==> config.mk <==
export PLATFORM = sky130hd
export DESIGN_NAME = alu_reg_sequencer_flat
export DESIGN_NICKNAME = d
export VERILOG_FILES = /design/src/rtl/alu_pkg.sv /design/src/rtl/alu_reg_sequencer_if.sv /design/src/rtl/reg_file_2r1w.sv /design/src/rtl/alu_reg_sequencer.sv /design/src/flat_wrapper.sv
export SDC_FILE = /design/constraint.sdc
export NUM_CORES = 1
export LEC_CHECK = 0
export ABC_CLOCK_PERIOD_IN_PS = 3800
export CAP_MARGIN = 20
export CORE_MARGIN = 5
export CORE_UTILIZATION = 30
export CTS_CLUSTER_SIZE = 24
export DETAILED_ROUTE_END_ITERATION = 10
export PLACE_DENSITY_LB_ADDON = 0.2
export SYNTH_ARGS = -nofsm -noshare
export SYNTH_HDL_FRONTEND = slang
export SYNTH_HIERARCHICAL = 1
export SYNTH_SLANG_ARGS = --single-unit
==> constraint.sdc <==
create_clock -name clk -period 3.8 [get_ports clk]
set_clock_uncertainty 0.1 [all_clocks]
set_input_delay 0.57 -clock clk [delete_from_list [all_inputs] [get_ports clk]]
set_output_delay 0.57 -clock clk [all_outputs]
set_load 0.02 [all_outputs]
==> src/rtl/alu_pkg.sv <==
// Shared definitions for the ALU register sequencer: opcodes, FSM encoding, data width.
package alu_pkg;

  localparam int unsigned DATA_W = 16;

  localparam logic [1:0] OP_ADD = 2'd0;
  localparam logic [1:0] OP_SUB = 2'd1;
  localparam logic [1:0] OP_AND = 2'd2;
  localparam logic [1:0] OP_OR  = 2'd3;

  typedef enum logic [1:0] {
    ST_IDLE = 2'd0,
    ST_READ = 2'd1,
    ST_EXEC = 2'd2,
    ST_WB   = 2'd3
  } state_e;

endpackage

==> src/rtl/alu_reg_sequencer_if.sv <==
// Instruction handshake bundle between an instruction source (master) and the sequencer (slave).
interface alu_reg_sequencer_if #(
  parameter int unsigned AW = 3
);
  logic          in_valid;
  logic          in_ready;
  logic [1:0]    in_op;
  logic [AW-1:0] in_rd;
  logic [AW-1:0] in_rs1;
  logic [AW-1:0] in_rs2;

  modport master (output in_valid, in_op, in_rd, in_rs1, in_rs2, input in_ready);
  modport slave  (input in_valid, in_op, in_rd, in_rs1, in_rs2, output in_ready);
endinterface

==> src/rtl/reg_file_2r1w.sv <==
// Register file: two combinational read ports, one synchronous write port, R0 reads as zero.
module reg_file_2r1w
  import alu_pkg::*;
#(
  parameter  int unsigned NREGS = 8,
  localparam int unsigned AW    = $clog2(NREGS)
) (
  input  logic              clk,
  input  logic              rst_n,
  input  logic [AW-1:0]     raddr_a,
  output logic [DATA_W-1:0] rdata_a_c,
  input  logic [AW-1:0]     raddr_b,
  output logic [DATA_W-1:0] rdata_b_c,
  input  logic              we,
  input  logic [AW-1:0]     waddr,
  input  logic [DATA_W-1:0] wdata
);

  logic [DATA_W-1:0] regs_q [NREGS];
  logic [DATA_W-1:0] regs_d [NREGS];

  // Entry 0 is forced to zero so reads of R0 need no special case.
  always_comb begin
    regs_d = regs_q;
    if (we && (waddr != '0)) regs_d[waddr] = wdata;
    regs_d[0] = '0;
  end

  always_ff @(posedge clk or negedge rst_n) begin
    if (!rst_n) begin
      for (int i = 0; i < int'(NREGS); i++) regs_q[i] <= '0;
    end else begin
      regs_q <= regs_d;
    end
  end

  assign rdata_a_c = regs_q[raddr_a];
  assign rdata_b_c = regs_q[raddr_b];

endmodule

==> src/rtl/alu_reg_sequencer.sv <==
// Sequencer feeding an external 16-bit ALU from a register file and writing results back.
// Optional carry flag enabled by macro ALU_SEQ_CARRY_FLAG_EN.
module alu_reg_sequencer
  import alu_pkg::*;
#(
  parameter  int unsigned NREGS = 8,
  localparam int unsigned AW    = $clog2(NREGS)
) (
  input  logic                 clk,
  input  logic                 rst_n,
  alu_reg_sequencer_if.slave   in_if,
  input  logic                 ld_en,
  input  logic [AW-1:0]        ld_addr,
  input  logic [DATA_W-1:0]    ld_data,
  input  logic [AW-1:0]        dbg_addr,
  output logic [DATA_W-1:0]    dbg_data,
  output logic [1:0]           alu_op,
  output logic [DATA_W-1:0]    alu_a,
  output logic [DATA_W-1:0]    alu_b,
  input  logic [DATA_W-1:0]    alu_o,
  input  logic                 alu_cout,
  output logic                 done,
  output logic                 carry
);

  state_e            state_q, state_d;
  logic [1:0]        op_q, op_d;
  logic [AW-1:0]     rd_q, rd_d, rs1_q, rs1_d, rs2_q, rs2_d;
  logic [1:0]        alu_op_q, alu_op_d;
  logic [DATA_W-1:0] alu_a_q, alu_a_d, alu_b_q, alu_b_d;
  logic [DATA_W-1:0] res_q, res_d;
  logic              cout_q, cout_d;
  logic              done_q, done_d;
  logic              in_ready_q, in_ready_d;

  logic [AW-1:0]     raddr_a, waddr;
  logic [DATA_W-1:0] rdata_a, rdata_b, wdata;
  logic              we;

  // Port A serves the debug read except while operands are being fetched.
  assign raddr_a = (state_q == ST_READ) ? rs1_q : dbg_addr;
  assign dbg_data = rdata_a;

  // Loads and write-backs occupy different states, so one write port suffices.
  always_comb begin
    we    = 1'b0;
    waddr = ld_addr;
    wdata = ld_data;
    if (state_q == ST_IDLE) begin
      we = ld_en && (ld_addr != '0);
    end else if (state_q == ST_WB) begin
      we    = (rd_q != '0);
      waddr = rd_q;
      wdata = res_q;
    end
  end

  reg_file_2r1w #(.NREGS(NREGS)) u_rf (
    .clk       (clk),
    .rst_n     (rst_n),
    .raddr_a   (raddr_a),
    .rdata_a_c (rdata_a),
    .raddr_b   (rs2_q),
    .rdata_b_c (rdata_b),
    .we        (we),
    .waddr     (waddr),
    .wdata     (wdata)
  );

  always_comb begin
    state_d  = state_q;
    op_d     = op_q;
    rd_d     = rd_q;
    rs1_d    = rs1_q;
    rs2_d    = rs2_q;
    alu_op_d = alu_op_q;
    alu_a_d  = alu_a_q;
    alu_b_d  = alu_b_q;
    res_d    = res_q;
    cout_d   = cout_q;
    done_d   = 1'b0;
    case (state_q)
      ST_IDLE: begin
        if (in_if.in_valid) begin
          op_d    = in_if.in_op;
          rd_d    = in_if.in_rd;
          rs1_d   = in_if.in_rs1;
          rs2_d   = in_if.in_rs2;
          state_d = ST_READ;
        end
      end
      ST_READ: begin
        alu_a_d  = rdata_a;
        alu_b_d  = rdata_b;
        alu_op_d = op_q;
        state_d  = ST_EXEC;
      end
      ST_EXEC: begin
        res_d   = alu_o;
        cout_d  = alu_cout;
        done_d  = 1'b1;
        state_d = ST_WB;
      end
      default: state_d = ST_IDLE;
    endcase
    in_ready_d = (state_d == ST_IDLE);
  end

  always_ff @(posedge clk or negedge rst_n) begin
    if (!rst_n) begin
      state_q    <= ST_IDLE;
      op_q       <= '0;
      rd_q       <= '0;
      rs1_q      <= '0;
      rs2_q      <= '0;
      alu_op_q   <= '0;
      alu_a_q    <= '0;
      alu_b_q    <= '0;
      res_q      <= '0;
      cout_q     <= 1'b0;
      done_q     <= 1'b0;
      in_ready_q <= 1'b1;
    end else begin
      state_q    <= state_d;
      op_q       <= op_d;
      rd_q       <= rd_d;
      rs1_q      <= rs1_d;
      rs2_q      <= rs2_d;
      alu_op_q   <= alu_op_d;
      alu_a_q    <= alu_a_d;
      alu_b_q    <= alu_b_d;
      res_q      <= res_d;
      cout_q     <= cout_d;
      done_q     <= done_d;
      in_ready_q <= in_ready_d;
    end
  end

`ifdef ALU_SEQ_CARRY_FLAG_EN
  logic carry_q, carry_d;

  // Only arithmetic ops update the flag; logic ops leave it untouched.
  always_comb begin
    carry_d = carry_q;
    if ((state_q == ST_WB) && ((op_q == OP_ADD) || (op_q == OP_SUB))) carry_d = cout_q;
  end

  always_ff @(posedge clk or negedge rst_n) begin
    if (!rst_n) carry_q <= 1'b0;
    else        carry_q <= carry_d;
  end

  assign carry = carry_q;
`else
  logic unused_cout;
  assign unused_cout = cout_q;
  assign carry       = 1'b0;
`endif

  assign in_if.in_ready = in_ready_q;
  assign alu_op         = alu_op_q;
  assign alu_a          = alu_a_q;
  assign alu_b          = alu_b_q;
  assign done           = done_q;

endmodule

==> src/flat_wrapper.sv <==
// flat-port wrapper written by rule: the top's interface ports become plain ports
module alu_reg_sequencer_flat import alu_pkg::*;
#(
  parameter  int unsigned NREGS = 8,
  localparam int unsigned AW    = $clog2(NREGS)
)
  (clk, rst_n, ld_en, ld_addr, ld_data, dbg_addr, dbg_data, alu_op, alu_a, alu_b, alu_o, alu_cout, done, carry, in_if_in_valid, in_if_in_op, in_if_in_rd, in_if_in_rs1, in_if_in_rs2, in_if_in_ready);
  alu_reg_sequencer_if #(.AW(3)) in_if_i ();
  input  logic clk;
  input  logic rst_n;
  input  logic ld_en;
  input  logic [AW-1:0] ld_addr;
  input  logic [DATA_W-1:0] ld_data;
  input  logic [AW-1:0] dbg_addr;
  output logic [DATA_W-1:0] dbg_data;
  output logic [1:0] alu_op;
  output logic [DATA_W-1:0] alu_a;
  output logic [DATA_W-1:0] alu_b;
  input  logic [DATA_W-1:0] alu_o;
  input  logic alu_cout;
  output logic done;
  output logic carry;
  input wire logic [$bits(in_if_i.in_valid)-1:0] in_if_in_valid;
  input wire logic [$bits(in_if_i.in_op)-1:0] in_if_in_op;
  input wire logic [$bits(in_if_i.in_rd)-1:0] in_if_in_rd;
  input wire logic [$bits(in_if_i.in_rs1)-1:0] in_if_in_rs1;
  input wire logic [$bits(in_if_i.in_rs2)-1:0] in_if_in_rs2;
  output wire logic [$bits(in_if_i.in_ready)-1:0] in_if_in_ready;
  assign in_if_i.in_valid = in_if_in_valid;
  assign in_if_i.in_op = in_if_in_op;
  assign in_if_i.in_rd = in_if_in_rd;
  assign in_if_i.in_rs1 = in_if_in_rs1;
  assign in_if_i.in_rs2 = in_if_in_rs2;
  assign in_if_in_ready = in_if_i.in_ready;
  alu_reg_sequencer #(.NREGS(NREGS)) u_core (.clk(clk), .rst_n(rst_n), .in_if(in_if_i), .ld_en(ld_en), .ld_addr(ld_addr), .ld_data(ld_data), .dbg_addr(dbg_addr), .dbg_data(dbg_data), .alu_op(alu_op), .alu_a(alu_a), .alu_b(alu_b), .alu_o(alu_o), .alu_cout(alu_cout), .done(done), .carry(carry));
endmodule
==> metrics <==
Clock transition at path regs 0.07 ns; Final GP Congestion 0.785; synth unique cells 36; Leak 0.00476 uW; grt ovf 0; Peak supply drop 0.000405 V; Worst Hold Class primary input to async pin; antenna violations before repair 0; Post-synth EDFFs 0; DRT Pass-1 Iters 4; Hold Buf Count CTS 0; Max Transition Viols Final 0; # diodes 0; status complete, no violations; syn_area_per_cell 14.2 um^2; CTS tree yes; vias in the first global route 6616; Seq/Total Area, Yosys 49.0%; Gate Count Post-Synth 634; vias per cell 5.18; Detailed Place HPWL 16.7 mm; syn_nets 693; die height 184 um; Syn. warnings 6; Setup-failing EPs final 0; Final ANT Viol Nets 0; largest net degree at the start of global routing 81; Area Overhead vs Synth 23.1%; power per cell area 935 nW/um^2; register area 4430 um^2; final WL 24.9 mm; async set-reset flop share out of synthesis 100%; CP Data Required Time 3.13 ns; DRC errors left 0; IO Count 107; Critical Path End Type output pin; Clock Tree Buf Depth 2; final cell count without fillers 1140; final number of hold-violating endpoints 0; Final Critical Period 3.65 ns; CTS Root Cell clkbuf_16; All-Layer GR Usage 14.8%; Slew Limit Headroom 39.5%; worst skew pair latency 0.42 ns; Final #Nets 796; Num CTS Buffers 17; Core ar. 29700 um^2; global-route wire length before repair 38.5 mm; Area after DPL 10500 um^2; via count 5901; worst path arrival time 2.98 ns; Fillers 2776; Sink Count 177; chip width 184 um; crit start category flip-flop; Starting Density 30.4%; design area 11100 um^2; CP max FO 22; RSZ-0062 raised after global routing false; Rows 63; Die ar. 33700 um^2; Fin Setup TNS 0 ns; DR WL/cell 21.8 um; Setup CP Type flip-flop to output pin; PortBufs 104; Worst-Margin Slew 0.907 ns; Mapped Area 9030 um^2; share of cells above drive strength 1 44.7%; flop and latch count out of synthesis 177; fin crit share 96.0%; Inst Count DP 1108; f_max 274 MHz; 1st-iter DRT viols 332; area of the multi-input gates 4290 um^2; number of H-tree levels 4; maxcap violations 0; Post-synth top flop dfrtp_1
==> cells by family (layout without fill, tap and decap cells) <==
family,count (synthesis),count (layout),synth area share [%]
muxes,291,291,37.0
DFF,177,177,49.0
AOI/OAI and AO/OA,69,69,6.12
buffers and inverters,55,171,4.16
and+or+nand+nor,36,36,2.91
adders and majority gates,5,5,0.693
other,1,1,0.0415
==> final timing paths <==
check / end / depth (start not counted) / slack (ns) / start
worst max-delay path: dbg_data[4] / 9 / 0.15 / u_core/state_q[1]
max in group asynchronous: u_core/alu_b[2] / 2 / 2.59 / rst_n
worst min-delay path: u_core/res_q[7] / 1 / 0.05 / rst_n
worst max register to register: u_core/u_rf/regs_q[50] / 7 / 0.70 / u_core/state_q[0]
min in group clk: u_core/rs1_q[2] / 1 / 0.40 / u_core/rs1_q[2]
worst min register to register: u_core/rs1_q[2] / 1 / 0.40 / u_core/rs1_q[2]
==> report_power, final <==
group	leakage [uW]	internal [uW]	switching [uW]	total (uW)
combinational	0.00232	2660	2460	5120
sequential	0.00216	2820	698	3520
clock	0.000280	969	781	1750
total	0.00476	6450	3940	10400
==> synth_stat cells, types with 2 or more instances <==
cell	number	area share [%]
buf_2	19	1.1
nand2b_1	2	0.14
nand2_1	3	0.12
mux2_4	29	4.8
buf_1	2	0.083
buf_4	12	1.0
buf_8	2	0.33
and4bb_1	2	0.28
mux2_2	224	28
or3_1	2	0.14
o21ai_0	2	0.11
nor2b_1	4	0.28
nand4b_4	3	0.79
dfrtp_1	176	49
o22ai_1	16	1.1
ha_1	5	0.69
clkbuf_1	6	0.25
a221oi_1	47	4.6
inv_1	4	0.17
buf_6	8	1.0
nor2_1	15	0.62
mux2i_1	32	3.5
mux2_1	6	0.75
==> final cells by class <==
type,count,share of cell area (%)
flip-flops and latches,177,39.9
multi-input cells,402,38.6
repair buffers,135,11.7
well taps,390,4.39
clock buffers,20,4.20
clock inverters,12,1.10
inverters,4,0.135
==> registers in the layout, summed over array words and instances (netlist names) <==
| name | cells |
|---|---|
| u_core/alu_a | 16 |
| u_core/alu_b | 16 |
| u_core/alu_op | 2 |
| u_core/done | 1 |
| u_core/in_if.in_ready | 1 |
| u_core/op_q | 2 |
| u_core/rd_q | 3 |
| u_core/res_q | 16 |
| u_core/rs1_q | 3 |
| u_core/rs2_q | 3 |
| u_core/state_q | 2 |
| u_core/u_rf/regs_q | 112 |
==> stage by stage <==
| step | utilization (%) | power [uW] | hold slack [ns] | setup WS [ns] |
|---|---|---|---|---|
| detailed placement | 35.3 | 8750 | 0.387 | 0.203 |
| global placement | 35.3 | 8540 | 0.383 | 0.221 |
| CTS | 37.3 | 10500 | 0.119 | 0.0645 |
| finish | 37.4 | 10400 | 0.0530 | 0.152 |
| floorplan | - | 6900 | 0.174 | 0.719 |
| global route | 37.4 | 11000 | 0.109 | 0.0107 |
==> layer usage <==
layer	routed length (um)	track usage, %
met1	11200	19.5
met2	12300	24.9
met3	964	2.75
met4	418	4.65
met5	0	0
==> what timing repair did <==
item	4_1_cts	5_1_grt
buffers inserted	0	0
resized for setup	18	7
setup endpoints to repair	16	6
==> critical path: stages (launching register included) <==
cell,delay (ns)
dfrtp_1,0.45
inv_1,0.14
ha_4,0.20
mux2_2,0.42
buf_12,0.19
nor2b_1,0.15
buf_4,0.21
a221oi_1,0.33
nor2_1,0.11
dlygate4sd2_1,0.33
==> layout by cell type (no fill, tap or decap), types with 4 or more instances in the layout <==
master / netlist / layout
a221oi_1: 47 / 40
a221oi_2: 0 / 7
buf_12: 1 / 4
buf_4: 12 / 27
clkbuf_16: 0 / 17
clkdlybuf4s50_1: 0 / 87
clkinv_4: 0 / 4
dfrtp_1: 176 / 175
dlygate4sd2_1: 0 / 16
ha_1: 5 / 4
inv_1: 4 / 4
inv_6: 0 / 4
mux2_1: 6 / 6
mux2_2: 224 / 224
mux2_4: 29 / 29
mux2i_1: 32 / 32
nor2_1: 15 / 15
o22ai_1: 16 / 16
Note: power is estimated with default switching activity, not from simulation.
